--- src/rtl/regfile_write_sched_if.sv ---
// Write-request bundle between the execute/memory stages and the write scheduler.
// Upstream (master) drives both write streams; the scheduler (slave) returns stall.
interface regfile_write_sched_if #(
   parameter int AW = 4,
   parameter int DW = 16
);
   logic          d_we;
   logic [AW-1:0] d_addr;
   logic [DW-1:0] d_data;
   logic          a_we;
   logic [AW-1:0] a_addr;
   logic [DW-1:0] a_data;
   logic          stall;

   modport master (output d_we, d_addr, d_data, a_we, a_addr, a_data, input stall);
   modport slave  (input d_we, d_addr, d_data, a_we, a_addr, a_data, output stall);
endinterface

--- src/rtl/regfile_write_sched.sv ---
// Serialises D_Bus/D_Addr register writes onto a one-write-per-cycle register file.
// Non-colliding writes pass through with zero latency; a collision holds A for one stalled cycle.
module regfile_write_sched #(
   parameter int AW    = 4,
   parameter int DW    = 16,
   parameter int CNT_W = 16
) (
   input  logic                      clk,
   input  logic                      rst,
   regfile_write_sched_if.slave      req,
   output logic                      rf_reg3_write,
   output logic [AW-1:0]             rf_reg3_addr,
   output logic [DW-1:0]             rf_reg3_bus,
   output logic                      rf_reg4_write,
   output logic [AW-1:0]             rf_reg4_addr,
   output logic [DW-1:0]             rf_reg4_bus,
   input  logic [AW-1:0]             rd1_addr,
   input  logic [AW-1:0]             rd2_addr,
   input  logic [DW-1:0]             rf_rd1,
   input  logic [DW-1:0]             rf_rd2,
   output logic [DW-1:0]             rd1_data,
   output logic [DW-1:0]             rd2_data,
   output logic [CNT_W-1:0]          collisions
);
   typedef enum logic {IDLE, HOLD} state_t;

   state_t        state;
   logic [AW-1:0] hold_addr;
   logic [DW-1:0] hold_data;
   logic          split;

   // Same-address pairs are not split: D is later in program order and simply wins.
   assign split = req.d_we && req.a_we && (req.d_addr != req.a_addr);

   always_ff @(posedge clk) begin
      if (rst) begin
         state      <= IDLE;
         hold_addr  <= '0;
         hold_data  <= '0;
         collisions <= '0;
      end else begin
         case (state)
            IDLE: begin
               if (split) begin
                  state     <= HOLD;
                  hold_addr <= req.a_addr;
                  hold_data <= req.a_data;
                  if (collisions != '1)
                     collisions <= collisions + 1'b1;
               end
            end
            HOLD:    state <= IDLE;
            default: state <= IDLE;
         endcase
      end
   end

   assign req.stall = (state == HOLD);

   always_comb begin
      rf_reg3_write = 1'b0;
      rf_reg3_addr  = req.d_addr;
      rf_reg3_bus   = req.d_data;
      rf_reg4_write = 1'b0;
      rf_reg4_addr  = req.a_addr;
      rf_reg4_bus   = req.a_data;
      if (state == HOLD) begin
         rf_reg4_addr  = hold_addr;
         rf_reg4_bus   = hold_data;
         rf_reg4_write = !rst;
      end else if (!rst) begin
         rf_reg3_write = req.d_we;
         rf_reg4_write = req.a_we && !req.d_we;
      end
   end

   // The register file only sees the held value after the next edge, so bypass it meanwhile.
   assign rd1_data = (state == HOLD && rd1_addr == hold_addr) ? hold_data : rf_rd1;
   assign rd2_data = (state == HOLD && rd2_addr == hold_addr) ? hold_data : rf_rd2;
endmodule
--- src/flat_wrapper.sv ---
// flat-port wrapper written by rule: the top's interface ports become plain ports
module regfile_write_sched_flat 
#(
   parameter int AW    = 4,
   parameter int DW    = 16,
   parameter int CNT_W = 16
)
  (clk, rst, rf_reg3_write, rf_reg3_addr, rf_reg3_bus, rf_reg4_write, rf_reg4_addr, rf_reg4_bus, rd1_addr, rd2_addr, rf_rd1, rf_rd2, rd1_data, rd2_data, collisions, req_d_we, req_d_addr, req_d_data, req_a_we, req_a_addr, req_a_data, req_stall);
  regfile_write_sched_if #(.AW(AW), .DW(DW)) req_i ();
  input  logic clk;
  input  logic rst;
  output logic rf_reg3_write;
  output logic [AW-1:0] rf_reg3_addr;
  output logic [DW-1:0] rf_reg3_bus;
  output logic rf_reg4_write;
  output logic [AW-1:0] rf_reg4_addr;
  output logic [DW-1:0] rf_reg4_bus;
  input  logic [AW-1:0] rd1_addr;
  input  logic [AW-1:0] rd2_addr;
  input  logic [DW-1:0] rf_rd1;
  input  logic [DW-1:0] rf_rd2;
  output logic [DW-1:0] rd1_data;
  output logic [DW-1:0] rd2_data;
  output logic [CNT_W-1:0] collisions;
  input wire logic [$bits(req_i.d_we)-1:0] req_d_we;
  input wire logic [$bits(req_i.d_addr)-1:0] req_d_addr;
  input wire logic [$bits(req_i.d_data)-1:0] req_d_data;
  input wire logic [$bits(req_i.a_we)-1:0] req_a_we;
  input wire logic [$bits(req_i.a_addr)-1:0] req_a_addr;
  input wire logic [$bits(req_i.a_data)-1:0] req_a_data;
  output wire logic [$bits(req_i.stall)-1:0] req_stall;
  assign req_i.d_we = req_d_we;
  assign req_i.d_addr = req_d_addr;
  assign req_i.d_data = req_d_data;
  assign req_i.a_we = req_a_we;
  assign req_i.a_addr = req_a_addr;
  assign req_i.a_data = req_a_data;
  assign req_stall = req_i.stall;
  regfile_write_sched #(.AW(AW), .DW(DW), .CNT_W(CNT_W)) u_core (.clk(clk), .rst(rst), .req(req_i), .rf_reg3_write(rf_reg3_write), .rf_reg3_addr(rf_reg3_addr), .rf_reg3_bus(rf_reg3_bus), .rf_reg4_write(rf_reg4_write), .rf_reg4_addr(rf_reg4_addr), .rf_reg4_bus(rf_reg4_bus), .rd1_addr(rd1_addr), .rd2_addr(rd2_addr), .rf_rd1(rf_rd1), .rf_rd2(rf_rd2), .rd1_data(rd1_data), .rd2_data(rd2_data), .collisions(collisions));
endmodule
--- config.mk ---
export PLATFORM = sky130hd
export DESIGN_NAME = regfile_write_sched_flat
export DESIGN_NICKNAME = d
export VERILOG_FILES = /design/src/rtl/regfile_write_sched_if.sv /design/src/rtl/regfile_write_sched.sv /design/src/flat_wrapper.sv
export SDC_FILE = /design/constraint.sdc
export NUM_CORES = 1
export LEC_CHECK = 0
export CORE_MARGIN = 5
export CORE_UTILIZATION = 39
export CTS_CLUSTER_SIZE = 12
export DETAILED_ROUTE_END_ITERATION = 12
export GPL_TIMING_DRIVEN = 0
export PLACE_DENSITY_LB_ADDON = 0.25
export SKIP_CTS_REPAIR_TIMING = 1
export SYNTH_ARGS = -nofsm -noshare
export SYNTH_HDL_FRONTEND = slang
export SYNTH_SLANG_ARGS = --single-unit
--- constraint.sdc ---
create_clock -name clk -period 6 [get_ports clk]
set_input_delay 1.8 -clock clk [delete_from_list [all_inputs] [get_ports clk]]
set_output_delay 1.8 -clock clk [all_outputs]
set_load 0.02 [all_outputs]
==> results of run 1 <==
## area by class of cell
type                            count  area (µm²)
Fill cell                         526        2010
Multi-Input combinational cell    219        1630
Timing Repair Buffer              163        1620
Sequential cell                    37         741
Buffer                             37         230
Tap cell                           77        96.3
Clock buffer                        7        86.3
Inverter                            4        15.0
## power groups by stage
stage / sequential, mW / clock, mW / combinational (mW)
floorplan: 0.266 / 0 / 0.109
global placement: 0.266 / 0 / 0.228
detailed placement: 0.267 / 0 / 0.231
CTS: 0.261 / 0.181 / 0.232
global route: 0.263 / 0.190 / 0.245
finish: 0.262 / 0.174 / 0.230
## worst max-delay path: cells and delay by family
kind / cells / cell delay, ps
buffers and inverters: 3 / 1290
and+or+nand+nor: 2 / 430
muxes: 1 / 350
xor gates and xnor gates: 1 / 120
## cells in the final DEF (no fill, tap or decap), types with 6 or more instances in the layout
| master | n |
|---|---|
| clkdlybuf4s50_1 | 158 |
| mux2_2 | 63 |
| nand2_1 | 45 |
| dfxtp_1 | 37 |
| buf_4 | 27 |
| a21oi_1 | 23 |
| nor2_1 | 18 |
| nor2b_1 | 11 |
| clkbuf_1 | 9 |
| a211oi_1 | 8 |
| xor2_1 | 6 |
| buf_2 | 6 |
| xnor2_1 | 6 |
| nand3_1 | 6 |
| clkbuf_8 | 6 |
## cell families (layout without fill, tap and decap cells)
kind of cell | after synthesis | in the layout | synth area share, %
AND/OR/NAND/NOR | 101 | 101 | 20.2
multiplexers | 65 | 65 | 28.0
buffers and inverters | 41 | 211 | 9.38
AO/OA/AOI/OAI | 40 | 40 | 9.62
flip-flops | 37 | 37 | 28.3
XOR/XNOR | 12 | 12 | 4.02
adder cells (fa/ha/maj) | 1 | 1 | 0.479
## worst max-delay path by stage
stage,from,endpoint,slack (ps),cells after the start
finish,rd1_addr[1],rd1_data[7],210,7
global route,rd1_addr[1],rd1_data[7],80,7
CTS,rd1_addr[2],rd1_data[7],-40,6
detailed placement,rd1_addr[2],rd1_data[7],-9,6
global placement,rd1_addr[2],rd1_data[7],-20,6
floorplan,rd1_addr[2],rd1_data[10],1170,4
## layer usage
| metal | wire length (µm) | part of all wire (%) | GRT usage [%] | vias up |
|---|---|---|---|---|
| met5 | 0 | 0 | 0 | - |
| met4 | 40 | 0.43 | 2.97 | 0 |
| met3 | 738 | 8.0 | 5.89 | 6 |
| met2 | 4720 | 51 | 39.8 | 111 |
| met1 | 3780 | 41 | 26.5 | 1300 |
| li1 | - | - | - | 1365 |
## registers in the layout, indices dropped and copies added (netlist names)
name / flops
u_core.collisions: 16
u_core.hold_addr: 4
u_core.hold_data: 16
u_core.req.stall: 1
## per-stage QoR
stage | hold WS (ps) | power [mW] | instances | setup TNS (ps) | instance area [µm²]
floorplan | 452 | 0.375 | 297 | 0 | 2610
global placement | 469 | 0.494 | 532 | -15.4 | 4290
detailed placement | 479 | 0.498 | 532 | -20.7 | 4290
CTS | 488 | 0.674 | 539 | -239 | 4380
global route | 511 | 0.698 | 544 | 0 | 4420
finish | 490 | 0.666 | 544 | 0 | 4420
==> run summary, run 1 <==
Vias in the first global route: 2745
Die Width: 91.9 µm
Synth cell count leaders: 63 x mux2_2, 45 x nand2_1, 37 x dfxtp_1
Hold path depth: 2
Worst setup margin: 209 ps
Pin count of the biggest net entering global routing: 11
Clk buf depth: 2
Most common cell in the netlist: mux2_2
Layout Utilization: 68.8%
WL final: 9280 µm
DR DRC count: 0
Nets: 552
RePlAce Congestion: 0.842
Crit-path cells: clkdlybuf4s50_1 > xnor2_1 > nand2_1 > nor4_4 > buf_4 > mux2_2 > clkdlybuf4s50_1
Sequential cell area fraction in the yosys report: 28.3%
Max Slew Vio Count: 0
Avg WL per Cell: 17.1 µm
Worst R2R Setup Slack: 4080 ps
Int Pwr: 0.474 mW
Slowest cell on the critical path: clkdlybuf4s50_1
First-pass GRT wire length: 15000 µm
Cell taking the most area after synthesis: dfxtp_1
WS Path Type: in -> out
H-tree lvl count: 2
Synth Area per Inst: 8.80 µm²
Worst hold path class: reg -> reg
Core area: 6420 µm²
Starting density of the core: 40.7%
First drt pass iteration count: 4
CP arrival: 3990 ps
Leakage: 1.66 nW
Via count: 2782
Synthesis-to-finish area growth: 68.9%
# diodes: 0
Ys async rst share: 0%
Ys flop type: dfxtp_1
Pre-CTS WS: -8.76 ps
Std-Cell Rows: 29
Yosys top cell area share: 28.3%
Min Clock Period, post-route: 5790 ps
EDFF count, synth: 0
Post-synthesis register bit count: 37
Iteration-0 DRC Markers: 104
Hold path start: u_core.hold_data[11]
Clock power share: 26.1%
DP HPWL: 7480 µm
Fin. Hold Viols: 0
Synth unique cells: 39
Area of the mapped netlist: 2610 µm²
Reg2reg end: u_core.collisions[12]
Synth area leaders: dfxtp_1 28%, mux2_2 27%, nand2_1 6.5%
Crit path capture type: primary output
Clock slew at reported path FFs: 70 ps
CTS tree: done
CP peak stage delay: 560 ps
Sink of the worst hold path: u_core.hold_data[11]
Vias per inst: 5.11
Worst-Skew Late Latency: 290 ps
Die H: 91.9 µm
Sequential power share: 39.3%
Num CTS Buffers: 5
Final worst path period share: 96.5%
CP most frequent cell: clkdlybuf4s50_1
Reg2Reg Launch Point: u_core.collisions[0]
Root Buffer Master: clkbuf_8
IO Port Bufs: 158
Setup Viol. Count Final: 0
Worst path required time: 4200 ps
Routed Antenna Nets: 0
Sw frac: 28.8%
PD cells: 151 nW/µm²
Yosys warns: 0
Remaining Overflow, GRT: 0
I/O pin cnt: 175
RSZ-0062 raised after global routing: false
Share of post-route cells with drive strength above 1: 23.1%
Max Clock Skew: 5.91 ps
Worst setup SP type: primary input
Net Sw Power: 0.192 mW
Status: complete, no violations
Post-Synthesis Cells: 297
Worst Tran Pin Value: 559 ps
Relative slew slack: 62.2%
Maximum vdd drop: 117 µV
Worst reg2reg path depth: 5
Maximum clock frequency: 173 MHz
Max cap viols: 0
Die ar.: 8440 µm²
Gate power share: 34.6%
Crit-path max FO: 10
Syn_nets: 382
# clock sinks: 37
Total Routing Usage GR: 21.9%
Initial antenna violation count: 0
Power figures use the tool's default switching activity.
==> run 2, diff against run 1 <==
Settings changed: CORE_UTILIZATION 39 to 35.
==> run 2 against run 1 <==
Compared with the run above:
- critical path depth is the same
- clock skew grew 5.2 ps
- clock-buffer cell count shrank 2
- combinational power is essentially flat
- register-to-register slack lost 30 ps
- clock power grew 26%
- critical endpoint is now rd2_data[13]
- power grew 6.7%
==> run summary, run 2 (same netlist as run 1, synthesis figures left out) <==
Starting density of the core: 36.0%
# diodes: 0
Met1 usage: 20.7%
IO Port Bufs: 158
WL final: 9450 µm
CP arrival: 4000 ps
Max Slew Vio Count: 0
Total Routing Usage GR: 19.4%
Std-Cell Rows: 31
Hold path start: u_core.hold_data[8]
WS Path Type: in -> out
Maximum vdd drop: 86.6 µV
First-pass GRT wire length: 14000 µm
Slowest cell on the critical path: clkdlybuf4s50_1
Grt peak-use layer: met2
Final worst path period share: 96.6%
Setup Viol. Count Final: 0
RSZ-0062 raised after global routing: false
Worst Tran Pin Value: 588 ps
CP Capture Point: rd2_data[13]
Share of post-route cells with drive strength above 1: 23.3%
Crit-path max FO: 10
Largest regs: u_core.collisions: 16 flops, u_core.hold_data: 16 flops, u_core.hold_addr: 4 flops
Synthesis-to-finish area growth: 70.8%
Min Clock Period, post-route: 5800 ps
Leakage: 1.67 nW
Vias per inst: 4.89
Reg2Reg Launch Point: u_core.collisions[0]
CP most frequent cell: clkdlybuf4s50_1
Core area: 7250 µm²
Routed Antenna Nets: 0
Max Clock Skew: 11.1 ps
Dpl cell area: 4320 µm²
Setup TNS Final: 0 ps
H-tree lvl count: 2
M3 GR Usage: 5.81%
Iteration-0 DRC Markers: 66
DP HPWL: 7600 µm
Worst reg2reg path depth: 5
Clk buf depth: 2
RePlAce Congestion: 0.828
Worst setup margin: 205 ps
Worst R2R Setup Slack: 4050 ps
Crit-path cells: clkdlybuf4s50_1 > xnor2_1 > nand2_1 > nor4_4 > buf_4 > mux2_2 > clkdlybuf4s50_1
# clock sinks: 37
Via count: 2765
Nets: 551
Worst Path Buf+Inv: 3
Num CTS Buffers: 5
Fin. Hold Viols: 0
Maximum clock frequency: 173 MHz
PD cells: 159 nW/µm²
Relative slew slack: 60.8%
Layout Utilization: 61.5%
Max cap viols: 0
Worst hold path class: reg -> reg
Design area: 4460 µm²
Most frequent cells in the layout: 158 x clkdlybuf4s50_1, 63 x mux2_2, 45 x nand2_1
DR DRC count: 0
Worst path required time: 4200 ps
Fill count: 620
Die H: 96.4 µm
First drt pass iteration count: 4
Reg2reg end: u_core.collisions[12]
Crit path capture type: primary output
Pin count of the biggest net entering global routing: 14
GR Util met2: 37.7%
CP peak stage delay: 560 ps
Clock slew at reported path FFs: 90 ps
Remaining Overflow, GRT: 0
CTS tree: done
CP delay by family, top: buffers and inverters
Avg WL per Cell: 16.7 µm
Vias in the first global route: 2781
Pre-CTS WS: -11.0 ps
Die Width: 96.4 µm
Worst-Skew Late Latency: 290 ps
Commonest non-fill, non-tap cell in the layout: clkdlybuf4s50_1
Die ar.: 9300 µm²
I/O pin cnt: 175
Root Buffer Master: clkbuf_8
Status: complete, no violations
Initial antenna violation count: 0
Worst setup SP type: primary input
Worst path depth: 7
CP startpoint: rd2_addr[1]
==> run 2: changes by cell type in the layout (fill, tap and decap cells not counted), sizes merged <==
cell	change
buf	-1
bufinv	+1
clkbuf	-2
clkinv	+1
clkinvlp	+1
==> run 2: area by class of cell <==
type / count / area (µm²) / area share [%]
inverter: 4 / 15.0 / 0.336
buffer: 37 / 230 / 5.16
clock inverter: 3 / 46.3 / 1.04
sequential: 37 / 741 / 16.6
multi-input combinational: 219 / 1630 / 36.5
tap: 99 / 124 / 2.77
clock buffer: 5 / 68.8 / 1.54
timing repair buffer: 162 / 1610 / 36.1
==> run 2: how the worst min path moves through the flow <==
stage | endpoint | slack [ps] | cells after the start
after floorplan | u_core.hold_data[0] | 450 | 2
after global placement | u_core.hold_data[11] | 470 | 2
after detailed placement | u_core.hold_data[12] | 480 | 2
after CTS | u_core.hold_data[12] | 490 | 2
after global routing | u_core.hold_data[14] | 530 | 2
final | u_core.hold_data[8] | 490 | 2
==> run 2: stage by stage <==
step                instances  total power [mW]  hold WS, ps
floorplan                 297             0.375          452
global placement          554             0.494          467
detailed placement        554             0.498          476
CTS                       562             0.718          489
global route              566             0.741          531
finish                    566             0.710          488
==> run 2: power by group <==
part	internal, mW	leakage (nW)	switching, mW
Combinational	0.129	1.31	0.0999
Sequential	0.253	0.300	0.00848
Clock	0.124	0.0543	0.0948
Total	0.507	1.67	0.203
==> run 2: per-layer routing <==
| metal | wire length (µm) | vias to the layer above |
|---|---|---|
| li1 | - | 1362 |
| met1 | 3690 | 1286 |
| met4 | 77 | 0 |
| met2 | 4790 | 110 |
| met5 | 0 | - |
| met3 | 899 | 7 |
==> run 2: worst min-delay path, cell delays in order (launching register included) <==
cell and delay, ps:
dfxtp_1 340, nand2_1 60, a21oi_1 50
==> run 3, diff against run 2 <==
Settings changed: CORE_ASPECT_RATIO set to 0.8.
==> run 3 against run 2 <==
Compared with the run above:
- first-iteration DRC count up 53%
- combinational power hardly changed
- final area down 1.2%
- register-to-register slack about the same
- via count increased by 1.3%
- wire length decreased by 3.9%
- non-clock buffer count stayed put
- cell count fell by 1.9%
- sequential power hardly changed
- clock-buffer cell count unchanged
- fmax is 0.11% lower
- critical path depth is the same
==> run summary, run 3 (same netlist as run 1, synthesis figures left out) <==
Sequential power share: 40.1%
Setup Viol. Count Final: 0
Worst R2R Setup Slack: 4060 ps
DR DRC count: 0
Met3 Wirelength: 504 µm
# clock sinks: 37
DP HPWL: 7230 µm
Max cap viols: 0
Dpl cell area: 4310 µm²
Root Buffer Master: clkbuf_8
# diodes: 0
Top layer in use: met4
Starting density of the core: 35.7%
Commonest non-fill, non-tap cell in the layout: clkdlybuf4s50_1
Design area: 4410 µm²
Sink of the worst hold path: u_core.hold_data[2]
Share of post-route cells with drive strength above 1: 23.0%
Net Sw Power: 0.194 mW
Gate power share: 35.2%
Remaining Overflow, GRT: 0
Crit path capture type: primary output
Clock power share: 24.7%
Max Clock Skew: 5.32 ps
Clock slew at reported path FFs: 70 ps
First-pass GRT wire length: 14100 µm
Initial antenna violation count: 0
Via count: 2801
Final worst path period share: 96.7%
RePlAce Congestion: 0.838
Worst-Skew Late Latency: 290 ps
Nets: 551
Vias per inst: 5.05
Relative slew slack: 58.6%
RSZ-0062 raised after global routing: false
Avg WL per Cell: 16.4 µm
Die ar.: 9310 µm²
WL met1: 3860 µm
Routed Antenna Nets: 0
WS Path Type: in -> out
PD cells: 148 nW/µm²
Synthesis-to-finish area growth: 68.8%
Worst hold path class: reg -> reg
Max Slew Vio Count: 0
Crit-path max FO: 10
IO Port Bufs: 158
Num CTS Buffers: 5
Die Width: 107 µm
Fin. Hold Viols: 0
Status: complete, no violations
Int Pwr: 0.459 mW
Routed wl met2: 4530 µm
I/O pin cnt: 175
Iteration-0 DRC Markers: 101
Worst reg2reg path depth: 5
Hold path start: u_core.hold_data[2]
Sw frac: 29.7%
Largest regs: u_core.collisions: 16 flops, u_core.hold_data: 16 flops, u_core.hold_addr: 4 flops
Std-Cell Rows: 28
Core area: 7320 µm²
Min Clock Period, post-route: 5800 ps
Vias in the first global route: 2763
Pin count of the biggest net entering global routing: 11
CP arrival: 4000 ps
Reg2reg end: u_core.collisions[12]
Clk buf depth: 2
H-tree lvl count: 2
Fill count: 655
Leakage: 1.65 nW
PnR Total Power: 0.653 mW
WL final: 9090 µm
Most frequent cells in the layout: 158 x clkdlybuf4s50_1, 63 x mux2_2, 45 x nand2_1
Worst Tran Pin Value: 621 ps
Maximum vdd drop: 90.0 µV
Reg2Reg Launch Point: u_core.collisions[0]
Maximum clock frequency: 172 MHz
Setup TNS Final: 0 ps
Total Routing Usage GR: 18.6%
CTS tree: done
Die H: 87.3 µm
Worst path required time: 4200 ps
Worst setup margin: 198 ps
Pre-CTS WS: -42.3 ps
Layout Utilization: 60.3%
Worst setup SP type: primary input
First drt pass iteration count: 4
Hold path depth: 2
[run 3: cell types whose count changed in the layout (fill, tap and decap cells not counted)]
cell        change
bufinv_16       -1
clkinv_2        +1
clkinv_4        -1
clkinvlp_4      -1
[run 3: power groups by stage]
stage          sequential (mW)  clock, mW  combinational, mW
3_3_place_gp             0.267          0              0.228
3_5_place_dp             0.267          0              0.230
6_report                 0.262      0.161              0.230
5_1_grt                  0.263      0.179              0.244
2_1_floorplan            0.266          0              0.109
4_1_cts                  0.261      0.166              0.232
[run 3: critical path, cell delays in order]
cell             delay [ps]
clkdlybuf4s50_1         480
xnor2_1                 120
nand2_1                 100
nor4_4                  330
buf_4                   260
mux2_2                  360
clkdlybuf4s50_1         550
[run 3: area by class of cell]
class	count	area [µm²]	area share, %
multi-input combinational	219	1630	36.9
timing repair buffer	162	1610	36.5
sequential	37	741	16.8
buffer	37	230	5.22
tap	90	113	2.55
clock buffer	5	68.8	1.56
inverter	4	15.0	0.340
clock inverter	1	5.00	0.113
[run 3: metrics by stage]
step	hold WS (ps)	cells
final	487	555
after global routing	512	555
after CTS	482	551
after detailed placement	470	545
after global placement	466	545
after floorplan	452	297
[run 3: layer usage]
metal	track usage, %	vias to the layer above
met2	32.3	102
li1	-	1362
met5	0	-
met3	4.15	15
met1	23.2	1322
met4	5.46	0
[run 3: worst max-delay path by stage]
| stage | slack (ps) | startpoint | endpoint |
|---|---|---|---|
| 2_1_floorplan | 1170 | rd1_addr[2] | rd1_data[10] |
| 3_3_place_gp | -20 | rd1_addr[2] | rd1_data[5] |
| 3_5_place_dp | -40 | rd1_addr[2] | rd1_data[5] |
| 4_1_cts | -70 | rd1_addr[2] | rd1_data[5] |
| 5_1_grt | 90 | rst | rf_reg4_write |
| 6_report | 200 | rd1_addr[1] | rd1_data[5] |
